==> config.mk <==
export PLATFORM = sky130hd
export DESIGN_NAME = alu_result_fifo
export DESIGN_NICKNAME = d
export VERILOG_FILES = /design/src/rtl/alu_pkg.sv /design/src/rtl/fifo_ptr_ctrl.sv /design/src/rtl/alu_result_fifo.sv
export SDC_FILE = /design/constraint.sdc
export NUM_CORES = 1
export LEC_CHECK = 0
export BUFFER_PORTS_ARGS = -buffer_cell sky130_fd_sc_hd__clkbuf_2
export CAP_MARGIN = 10
export CELL_PAD_IN_SITES_DETAIL_PLACEMENT = 1
export CELL_PAD_IN_SITES_GLOBAL_PLACEMENT = 2
export CORE_AREA = 4 4 71 73
export DETAILED_ROUTE_END_ITERATION = 12
export DIE_AREA = 0 0 75 77
export HOLD_SLACK_MARGIN = 0.03
export PLACE_DENSITY_LB_ADDON = 0.15
export SETUP_SLACK_MARGIN = 0.4
export SLEW_MARGIN = 25
export SYNTH_ARGS = -nofsm -noshare
export SYNTH_HDL_FRONTEND = slang
export SYNTH_SLANG_ARGS = --single-unit
==> constraint.sdc <==
create_clock -name clk -period 3.6 [get_ports clk]
set_input_delay 0.36 -clock clk [delete_from_list [all_inputs] [get_ports clk]]
set_output_delay 0.36 -clock clk [all_outputs]
set_load 0.005 [all_outputs]
==> src/rtl/alu_pkg.sv <==
// alu_pkg: shared definitions for the ALU result path.
//   - op-select encodings of the five result sources
//   - default result / op-tag widths
//   - queue entry packing order, MSB first: {result, op, ovf, zero[, par]}
// Optional macro ALU_RESULT_FIFO_PARITY_EN appends a parity bit to each entry.
package alu_pkg;

  localparam int unsigned ALU_WIDTH = 4;
  localparam int unsigned ALU_OPW   = 3;

  typedef enum logic [2:0] {
    OP_ADD = 3'b000,
    OP_SUB = 3'b001,
    OP_AND = 3'b010,
    OP_OR  = 3'b011,
    OP_SLT = 3'b100
  } alu_op_e;

  // Width of one packed queue entry: result + op + ovf + zero (+ par).
  function automatic int unsigned entry_w(input int unsigned w, input int unsigned opw);
`ifdef ALU_RESULT_FIFO_PARITY_EN
    return w + opw + 3;
`else
    return w + opw + 2;
`endif
  endfunction

endpackage

==> src/rtl/fifo_ptr_ctrl.sv <==
// fifo_ptr_ctrl: read/write pointers, occupancy count and handshake
// qualification for a power-of-two-depth FIFO.
//   push_req / pop_req : raw in_valid / out_ready from the datapath
//   push               : qualified write strobe (push_req && in_ready)
//   in_ready           : not full, and low until the first edge after reset
//   out_valid          : count != 0
//   wr_ptr / rd_ptr    : storage indices, wrap modulo DEPTH
//   count              : occupied entries, 0..DEPTH
module fifo_ptr_ctrl #(
  parameter  int unsigned DEPTH = 4,
  localparam int unsigned AW    = $clog2(DEPTH),
  localparam int unsigned CW    = AW + 1
) (
  input  logic          clk,
  input  logic          rst,
  input  logic          push_req,
  input  logic          pop_req,
  output logic          push,
  output logic          in_ready,
  output logic          out_valid,
  output logic [AW-1:0] wr_ptr,
  output logic [AW-1:0] rd_ptr,
  output logic [CW-1:0] count
);

  logic [AW-1:0] wr_ptr_q, wr_ptr_d;
  logic [AW-1:0] rd_ptr_q, rd_ptr_d;
  logic [CW-1:0] count_q, count_d;
  logic          live_q, live_d;
  logic          pop;

  always_comb begin
    // in_ready comes from registered state only; live_q holds it low
    // through reset and until the first edge after release.
    in_ready  = live_q && (count_q != CW'(DEPTH));
    out_valid = (count_q != '0);
    push      = push_req && in_ready;
    pop       = pop_req && out_valid;
    live_d    = 1'b1;
    wr_ptr_d  = push ? wr_ptr_q + AW'(1) : wr_ptr_q;
    rd_ptr_d  = pop  ? rd_ptr_q + AW'(1) : rd_ptr_q;
    count_d   = count_q;
    if (push && !pop) count_d = count_q + CW'(1);
    if (pop && !push) count_d = count_q - CW'(1);
  end

  always_ff @(posedge clk or posedge rst) begin
    if (rst) begin
      wr_ptr_q <= '0;
      rd_ptr_q <= '0;
      count_q  <= '0;
      live_q   <= 1'b0;
    end else begin
      wr_ptr_q <= wr_ptr_d;
      rd_ptr_q <= rd_ptr_d;
      count_q  <= count_d;
      live_q   <= live_d;
    end
  end

  assign wr_ptr = wr_ptr_q;
  assign rd_ptr = rd_ptr_q;
  assign count  = count_q;

endmodule

==> src/rtl/alu_result_fifo.sv <==
// alu_result_fifo: first-word-fall-through buffer behind the ALU output
// selector. Each entry holds {result, op, ovf, zero}; zero is computed on
// write. A sticky overflow bit records any accepted entry with ovf set.
//   in_valid/in_ready/in_result/in_op/in_ovf : upstream push side
//   out_valid/out_ready/out_result/out_op/out_ovf/out_zero : head entry,
//     all-zero while out_valid is low
//   count      : occupied entries
//   sticky_ovf : set by accepted ovf entries, cleared by sticky_clr (set wins)
// Optional macro ALU_RESULT_FIFO_PARITY_EN adds per-entry even parity,
// output out_par_err and parity-injection input inj_par.
module alu_result_fifo
  import alu_pkg::*;
#(
  parameter  int unsigned WIDTH = ALU_WIDTH,
  parameter  int unsigned DEPTH = 4,
  parameter  int unsigned OPW   = ALU_OPW,
  localparam int unsigned AW    = $clog2(DEPTH),
  localparam int unsigned CW    = AW + 1
) (
  input  logic             clk,
  input  logic             rst,
  input  logic             in_valid,
  output logic             in_ready,
  input  logic [WIDTH-1:0] in_result,
  input  logic [OPW-1:0]   in_op,
  input  logic             in_ovf,
  output logic             out_valid,
  input  logic             out_ready,
  output logic [WIDTH-1:0] out_result,
  output logic [OPW-1:0]   out_op,
  output logic             out_ovf,
  output logic             out_zero,
`ifdef ALU_RESULT_FIFO_PARITY_EN
  output logic             out_par_err,
  input  logic             inj_par,
`endif
  output logic [CW-1:0]    count,
  output logic             sticky_ovf,
  input  logic             sticky_clr
);

  localparam int unsigned EW = entry_w(WIDTH, OPW);

  logic          push;
  logic [AW-1:0] wr_ptr, rd_ptr;
  logic [EW-1:0] mem_q [DEPTH];
  logic [EW-1:0] mem_d [DEPTH];
  logic [EW-1:0] wr_entry;
  logic [EW-1:0] head;
  logic          sticky_q, sticky_d;

  fifo_ptr_ctrl #(.DEPTH(DEPTH)) u_ptr (
    .clk       (clk),
    .rst       (rst),
    .push_req  (in_valid),
    .pop_req   (out_ready),
    .push      (push),
    .in_ready  (in_ready),
    .out_valid (out_valid),
    .wr_ptr    (wr_ptr),
    .rd_ptr    (rd_ptr),
    .count     (count)
  );

  always_comb begin
`ifdef ALU_RESULT_FIFO_PARITY_EN
    wr_entry = {in_result, in_op, in_ovf, (in_result == '0),
                (^{in_result, in_op, in_ovf}) ^ inj_par};
`else
    wr_entry = {in_result, in_op, in_ovf, (in_result == '0)};
`endif
    mem_d = mem_q;
    if (push) mem_d[wr_ptr] = wr_entry;
  end

  // Storage needs no reset: count gates every read of it.
  always_ff @(posedge clk) begin
    mem_q <= mem_d;
  end

  always_comb begin
    head = out_valid ? mem_q[rd_ptr] : '0;
  end

`ifdef ALU_RESULT_FIFO_PARITY_EN
  logic head_par;
  assign {out_result, out_op, out_ovf, out_zero, head_par} = head;
  assign out_par_err = out_valid && ((^{out_result, out_op, out_ovf}) != head_par);
`else
  assign {out_result, out_op, out_ovf, out_zero} = head;
`endif

  always_comb begin
    sticky_d = sticky_q;
    if (sticky_clr)       sticky_d = 1'b0;
    if (push && in_ovf)   sticky_d = 1'b1;
  end

  always_ff @(posedge clk or posedge rst) begin
    if (rst) sticky_q <= 1'b0;
    else     sticky_q <= sticky_d;
  end

  assign sticky_ovf = sticky_q;

endmodule

==> results of run 1 <==
path summary, 6_finish.rpt:
kind | from | end | slack [ns]
setup / recovery | u_ptr.rd_ptr[0]$_DFFE_PP0P_ | out_result[1] | 1.27
hold / removal | in_op[2] | mem_q[31]$_DFFE_PP_ | 0.28
setup reg to reg | u_ptr.count[2]$_DFFE_PP0P_ | u_ptr.count[2]$_DFFE_PP0P_ | 1.37
hold reg to reg | u_ptr.count[0]$_DFFE_PP0P_ | u_ptr.count[0]$_DFFE_PP0P_ | 0.53
max in group asynchronous | rst | sticky_ovf$_DFFE_PP0P_ | 2.78
min in group asynchronous | rst | u_ptr.live_q$_DFF_PP0_ | 0.55
cell usage in the layout, fill, tap and decap left out, drive strengths merged, types with 2 or more instances in the layout:
cell type and count:
mux4 9, xnor2 3, ha 5, clkbuf 34, nor2 2, and2 14, dfrtp 9, edfxtp 36
inv 8, xor2 3
stage by stage:
step                power, µW  util, %
floorplan                1080        -
CTS                      1650     49.9
global placement         1240     47.0
finish                   1620     49.9
global route             1740     49.9
detailed placement       1260     47.0
synth_stat cells:
cell type	count
sky130_fd_sc_hd__a21boi_0	1
sky130_fd_sc_hd__a21oi_2	1
sky130_fd_sc_hd__a22o_1	1
sky130_fd_sc_hd__and2_1	14
sky130_fd_sc_hd__buf_2	1
sky130_fd_sc_hd__buf_6	1
sky130_fd_sc_hd__clkbuf_1	1
sky130_fd_sc_hd__conb_1	1
sky130_fd_sc_hd__dfrtp_1	9
sky130_fd_sc_hd__edfxtp_1	36
sky130_fd_sc_hd__fa_1	1
sky130_fd_sc_hd__ha_1	5
sky130_fd_sc_hd__inv_1	8
sky130_fd_sc_hd__mux2_2	1
sky130_fd_sc_hd__mux2i_1	1
sky130_fd_sc_hd__mux4_1	1
sky130_fd_sc_hd__mux4_2	8
sky130_fd_sc_hd__nand2_1	1
sky130_fd_sc_hd__nand3_1	1
sky130_fd_sc_hd__nor2_1	2
sky130_fd_sc_hd__nor4_1	1
sky130_fd_sc_hd__or3_1	1
sky130_fd_sc_hd__xnor2_1	3
sky130_fd_sc_hd__xor2_1	3
state kept, by name (all words and copies together), names as in the netlist:
name,flops
sticky_ovf,1
u_ptr.live_q,1
u_ptr.rd_ptr,2
mem_q,36
u_ptr.wr_ptr,2
u_ptr.count,3
power groups by stage:
stage,sequential (µW),combinational [µW],clock (µW)
6_report,758,473,388
3_3_place_gp,765,471,0
5_1_grt,780,529,431
2_1_floorplan,705,372,0
3_5_place_dp,775,483,0
4_1_cts,763,488,401
cells by family (layout without fill, tap and decap cells):
| group | after synthesis | in the layout | synth area share, % |
|---|---|---|---|
| other cells | 1 | 1 | 0.201 |
| mux | 11 | 11 | 12.2 |
| simple gates | 20 | 20 | 6.24 |
| flops | 45 | 45 | 70.1 |
| compound gates | 3 | 3 | 1.34 |
| xor+xnor | 6 | 6 | 2.82 |
| buf+inv | 11 | 44 | 2.68 |
| fa+ha+maj | 6 | 6 | 4.43 |
routing by layer:
| metal | track usage, % | vias up |
|---|---|---|
| met4 | 6.41 | 0 |
| met3 | 4.18 | 7 |
| met2 | 19.9 | 24 |
| met1 | 17.1 | 478 |
| met5 | 0 | - |
| li1 | - | 439 |
cell type report:
cell class	count	area share, %
timing repair buffer	28	6.69
sequential	45	60.2
multi-input combinational	47	23.4
clock buffer	7	3.98
tap	52	3.00
clock inverter	1	1.38
inverter	8	1.38
timing repair:
action / in CTS / in global routing
gates resized for setup: 0 / 0
endpoints found under the hold margin: 9 / 0
buffers inserted: 0 / 0
hold buffers: 1 / 0
==> Flow_metrics.wiki, run 1 <==
{| class="wikitable"
! Metric !! Value
|-
| Design area || between 2000 and 2500 µm²
|-
| Remaining antenna violation count after routing || 0
|-
| Antenna violations before repair || 0
|-
| Number of I/O port buffers || 27
|-
| DP Area || 2040 µm²
|-
| Master of the slowest instance on the critical path || sky130_fd_sc_hd__dfrtp_1
|-
| Core region area || 4350 µm²
|-
| Wire length on met3 || 193 µm
|-
| Number of levels in the clock H-tree || 2
|-
| Crit Path Category || reg2out
|-
| Post-synthesis cell type count || 24
|-
| First-pass DRT Iterations || 4
|-
| Layout overhead on the synthesized area || 16.4%
|-
| Num Clock Sinks || 45
|-
| Post-route fraction of the period consumed by the critical path || approximately 65%
|-
| Hold path depth || 1
|-
| Maximum fanout along the worst path || 11
|-
| Critical path, cell by cell || mux4_1 -> and2_1 -> clkbuf_2
|-
| Met2 routed wirelength || 1610 µm
|-
| Library cell with the largest summed area after synthesis || sky130_fd_sc_hd__edfxtp_1
|-
| Buf/Inv on CP || 1
|-
| Row count || 24
|-
| Pin count of the biggest net entering global routing || 14
|-
| Crit. path cell count || 3
|-
| Cell Pwr Density || 746 nW/µm²
|-
| # setup viols final || 0
|-
| Synth Area per Inst || 18.1 µm²
|-
| Share of the synthesized area in the top cell type || 58.0%
|-
| Worst hold margin || around 0.28 ns
|-
| Post-synth net total || 122
|-
| M1 WL || ~1400 µm
|-
| Warnings from Yosys || 0
|-
| Final layout net count || 154
|-
| Max-cap check violation count || 0
|-
| FF+latch count, synth || 45
|-
| Skew-Pair Late Insertion Delay || about 0.29 ns
|-
| Max Buffers Root-to-Sink || 2
|-
| Final HPWL DP || 2170 µm
|-
| Footprint of the multi-input gates || approximately 510 µm²
|-
| First-pass GRT wire length || 5510 µm
|-
| Total I/O pin count || 28
|-
| Net switching component of the power || 469 µW
|-
| Placer Congestion || 0.718
|-
| Starting DRT DRC Count || 74
|-
| Starting utilization of the core area || ~43%
|-
| Sequential group share of total power || 46.8%
|-
| Switching part of the total power || 29.0%
|-
| Uppermost layer routed || met4
|-
| Fin Setup TNS || 0 ns
|-
| Endpoint class of the critical path || output pin
|-
| Status || completed
|-
| DR vias/cell || 5.04
|-
| Final standard cell count with taps included and fillers excluded || 188
|-
| Antenna diode count || 0
|-
| Logic gate share of total power || 29.2%
|-
| Total DRC errors in the routed layout || 0
|-
| Worst path required time || about 3.2 ns
|-
| Worst vdd rail ir drop || 0.314 mV
|-
| Fill count || 416
|-
| Netlist area before placement || around 1900 µm²
|-
| Ranking of synthesized cells by area || sky130_fd_sc_hd__edfxtp_1 58%, sky130_fd_sc_hd__dfrtp_1 12%, sky130_fd_sc_hd__mux4_2 9.7%, sky130_fd_sc_hd__and2_1 4.7%, sky130_fd_sc_hd__ha_1 3.4%
|-
| Die width || 75 µm
|-
| Part of the Yosys area used for sequential elements || 70.1%
|-
| Mean routed wirelength per cell || roughly 18 µm
|-
| Number of endpoints with negative hold slack in the final report || 0
|-
| Max Slew Vio Count || 0
|-
| Static leakage || 0.000840 µW
|-
| Largest stage delay, worst path || 0.78 ns
|-
| Top cell family by delay on the critical path || flip-flops
|-
| Die height || 77 µm
|-
| Worst clock skew || 0.00542 ns
|-
| Int Pwr || 1150 µW
|-
| Inserted Clock Buffers || 5
|-
| Syn Inst Count || between 100 and 150
|-
| Setup ws final || 1.27 ns
|-
| Clock tree from TritonCTS || done
|-
| Clock-pin transition on the worst setup and hold timing paths || approximately 0.080 ns
|-
| Worst Reg-to-Reg Cells || 8
|-
| CP Launch Type || register
|-
| Root buf cell || sky130_fd_sc_hd__clkbuf_8
|-
| Final period demand of the worst path || 2.33 ns
|-
| Setup repair after global routing missed its margin || no
|-
| Remaining max-slew budget at the tightest pin || 54.9%
|-
| Hold Crit Class || in2reg
|-
| Register cell area after layout || 1310 µm²
|-
| Pin slew with the least headroom to its limit || 0.676 ns
|-
| Grt total ovfl || 0
|-
| Overall die area || 5780 µm²
|-
| Clock share of power || between 20% and 30%
|-
| Post-placement cell count || 179
|-
| Wire length reported by the detailed router || ~3300 µm
|-
| Combined global-route utilization of all metal layers || 13.3%
|-
| Data arrival time of the critical path || 1.97 ns
|-
| Share of layout cells above drive strength 1 || roughly 32%
|-
| Achievable frequency || around 430 MHz
|-
| Via count of the first global-routing pass || 1048
|-
| Total number of vias || 948
|-
| Post-Place Setup Slack || 1.36 ns
|}
Power figures use the tool's default switching activity.
==> run 2, diff against run 1 <==
- CORE_AREA: 4 4 71 73 -> 4 4 73 75
- DIE_AREA: 0 0 75 77 -> 0 0 77 79
- clock period: 3.6 -> 2.2 ns (I/O delays scaled with it)
==> run 2 against run 1 <==
First-iteration DRC count fell by 26%. Sequential power rose by 57%. Cell count rose by 5.9%. Setup slack got worse by 0.88 ns. Total power rose by 68%. Flip-flop and latch count did not move. Final area rose by 3.9%. Clock-buffer cell count did not move. Sequential share of layout area fell by 2.1 points.
==> Flow_metrics.wiki, run 2 (same netlist as run 1, synthesis figures left out) <==
{| class="wikitable"
! Metric !! Value
|-
| Skew-Pair Late Insertion Delay || 0.29 ns (about the same)
|-
| Register with the highest flop count || mem_q
|-
| DP Area || 2090 µm² (+2.3%)
|-
| Die width || 77 µm (+2.7%)
|-
| Cell Pwr Density || 1200 nW/µm² (+61%)
|-
| First-pass GRT wire length || 5710 µm (+3.5%)
|-
| Number of endpoints with negative hold slack in the final report || 0 (unchanged)
|-
| Post-route fraction of the period consumed by the critical path || 82.2%
|-
| Highest-count cells in the layout ignoring fill and taps || 36 x sky130_fd_sc_hd__edfxtp_1, 27 x sky130_fd_sc_hd__clkbuf_2, 9 x sky130_fd_sc_hd__mux4_2
|-
| Root buf cell || sky130_fd_sc_hd__clkbuf_8
|-
| Final HPWL DP || 2390 µm (+10%)
|-
| First-pass DRT Iterations || 4 (unchanged)
|-
| Worst Reg-to-Reg Cells || 6 (-2)
|-
| Antenna diode count || 0 (unchanged)
|-
| Final period demand of the worst path || about 1.8 ns
|-
| Num Clock Sinks || 45 (unchanged)
|-
| Hold path depth || 1 (unchanged)
|-
| Int Pwr || 1920 µW (+67%)
|-
| Maximum fanout along the worst path || 5 (-6)
|-
| Static leakage || 0.000875 µW (+4.2%)
|-
| Post-placement cell count || 184 (+2.8%)
|-
| Status || completed
|-
| Layout overhead on the synthesized area || 21.0%
|-
| Pin count of the biggest net entering global routing || 14 (unchanged)
|-
| Achievable frequency || 553 MHz
|-
| Remaining antenna violation count after routing || 0 (unchanged)
|-
| Fin Setup TNS || 0 ns (unchanged)
|-
| Worst clock skew || 0.00595 ns (+0.000533 ns)
|-
| Total number of vias || 977 (+3.1%)
|-
| Setup repair after global routing missed its margin || yes
|-
| Hold Crit Class || in2reg
|-
| Die height || 79 µm (+2.6%)
|-
| Reg2Reg Launch Point || u_ptr.count[1]$_DFFE_PP0P_
|-
| # setup viols final || 0 (unchanged)
|-
| Worst vdd rail ir drop || 0.473 mV (+50%)
|-
| Worst path required time || 1.98 ns (-1.26 ns)
|-
| Via count of the first global-routing pass || 1074 (+2.5%)
|-
| Max Slew Vio Count || 0 (unchanged)
|-
| Commonest non-fill, non-tap cell in the layout || sky130_fd_sc_hd__edfxtp_1
|-
| Total I/O pin count || 28 (unchanged)
|-
| Number of I/O port buffers || 27 (unchanged)
|-
| Core region area || 4660 µm² (+7.0%)
|-
| Grt total ovfl || 0 (unchanged)
|-
| Starting utilization of the core area || 40.0% (-2.8 points)
|-
| Endpoint class of the critical path || output pin
|-
| DR vias/cell || 4.91 (-2.6%)
|-
| Number of levels in the clock H-tree || 2 (unchanged)
|-
| Sequential group share of total power || 43.9% (-2.9 points)
|-
| Flip-flop count of the largest register, all copies and words added || 36 (unchanged)
|-
| Row count || 25 (+4.2%)
|-
| Starting DRT DRC Count || 55 (-26%)
|-
| Total DRC errors in the routed layout || 0 (unchanged)
|-
| Antenna violations before repair || 0 (unchanged)
|-
| Final layout net count || 163 (+5.8%)
|-
| Share of layout cells above drive strength 1 || 46.9% (+15 points)
|-
| Hold Startpoint || in_op[2]
|-
| Clock-pin transition on the worst setup and hold timing paths || 0.08 ns (about the same)
|-
| Endpoint of the most critical register-to-register path || u_ptr.count[1]$_DFFE_PP0P_
|-
| Switching part of the total power || 29.4% (+0.39 points)
|-
| Max Buffers Root-to-Sink || 2 (unchanged)
|-
| Wire length reported by the detailed router || 3360 µm (+2.2%)
|-
| Design area || 2260 µm² (+3.9%)
|-
| Worst Hold End || mem_q[13]$_DFFE_PP_
|-
| Worst hold margin || 0.149 ns (-0.133 ns)
|-
| Placer Congestion || 0.688 (-4.1%)
|-
| CP Launch Type || register
|-
| Crit Path Category || reg2out
|-
| Data arrival time of the critical path || 1.59 ns (-0.38 ns)
|-
| Max-cap check violation count || 0 (unchanged)
|-
| Clock tree from TritonCTS || done
|-
| Worst reg2reg setup slack || 0.39 ns (-0.98 ns)
|-
| Pin slew with the least headroom to its limit || 0.556 ns (-0.120 ns)
|-
| Overall die area || 6080 µm² (+5.3%)
|-
| Logic gate share of total power || 38.4% (+9.2 points)
|-
| Inserted Clock Buffers || 5 (unchanged)
|-
| Mean routed wirelength per cell || 16.9 µm (-3.5%)
|-
| Remaining max-slew budget at the tightest pin || 62.6% (+7.7 points)
|-
| Combined global-route utilization of all metal layers || 12.6% (-0.68 points)
|-
| Clock share of power || 17.8% (-6.2 points)
|-
| Final standard cell count with taps included and fillers excluded || 199 (+5.9%)
|-
| Net switching component of the power || 797 µW (+70%)
|}
-- run 2: changes by cell type in the layout (fill, tap and decap cells not counted), sizes merged --
cell / delta
clkinvlp: +1
bufinv: -1
buf: +9
-- run 2: per-stage QoR --
stage / util, % / total power [µW] / setup slack (ns)
global route: 48.4 / 2910 / 0.313
finish: 48.4 / 2720 / 0.391
floorplan: - / 1790 / 0.405
CTS: 48.3 / 2750 / 0.370
detailed placement: 44.9 / 2130 / 0.219
global placement: 44.9 / 2100 / 0.261
-- run 2: worst max-delay path, stage by stage (launching register included) --
cell and delay, ns:
sky130_fd_sc_hd__dfrtp_1 0.39, sky130_fd_sc_hd__buf_6 0.15, sky130_fd_sc_hd__mux4_2 0.51, sky130_fd_sc_hd__and2_1 0.15, sky130_fd_sc_hd__clkbuf_2 0.11
-- run 2: repair_timing --
item / in CTS / in global routing
pin swaps: 10 / 1
gates resized for setup: 10 / 3
hold buffers: 1 / 0
endpoints found under the hold margin: 9 / 0
gates cloned: 0 / 0
endpoints found under the setup margin: 11 / 11
setup buffers: 6 / 0
-- run 2: area by class of cell --
type	count	area [µm²]
tap	54	67.6
inverter	8	30.0
timing repair buffer	37	220
fill	462	2400
clock buffer	7	76.3
multi-input combinational	47	544
clock inverter	1	7.51
sequential	45	1310
-- run 2: power groups by stage --
stage	registers [µW]	clock network [µW]	logic, µW
2_1_floorplan	1150	0	633
3_3_place_gp	1200	0	897
3_5_place_dp	1220	0	910
4_1_cts	1190	502	1050
5_1_grt	1210	541	1150
6_report	1190	482	1040
-- run 2: routing by layer --
metal / track usage (%) / vias up / share of wire (%)
li1: - / 457 / -
met1: 15.0 / 498 / 43
met2: 20.9 / 17 / 50
met3: 4.31 / 5 / 4.5
met4: 5.34 / 0 / 1.8
met5: 0 / - / 0
-- run 2: worst max path at each step --
stage / start / endpoint / slack (ns)
final: u_ptr.rd_ptr[0]$_DFFE_PP0P_ / out_ovf / 0.39
after global routing: u_ptr.rd_ptr[0]$_DFFE_PP0P_ / out_ovf / 0.31
after CTS: u_ptr.count[1]$_DFFE_PP0P_ / u_ptr.count[1]$_DFFE_PP0P_ / 0.37
after detailed placement: u_ptr.count[2]$_DFFE_PP0P_ / u_ptr.count[2]$_DFFE_PP0P_ / 0.22
after global placement: u_ptr.count[2]$_DFFE_PP0P_ / u_ptr.count[2]$_DFFE_PP0P_ / 0.26
after floorplan: u_ptr.count[2]$_DFFE_PP0P_ / u_ptr.count[2]$_DFFE_PP0P_ / 0.40
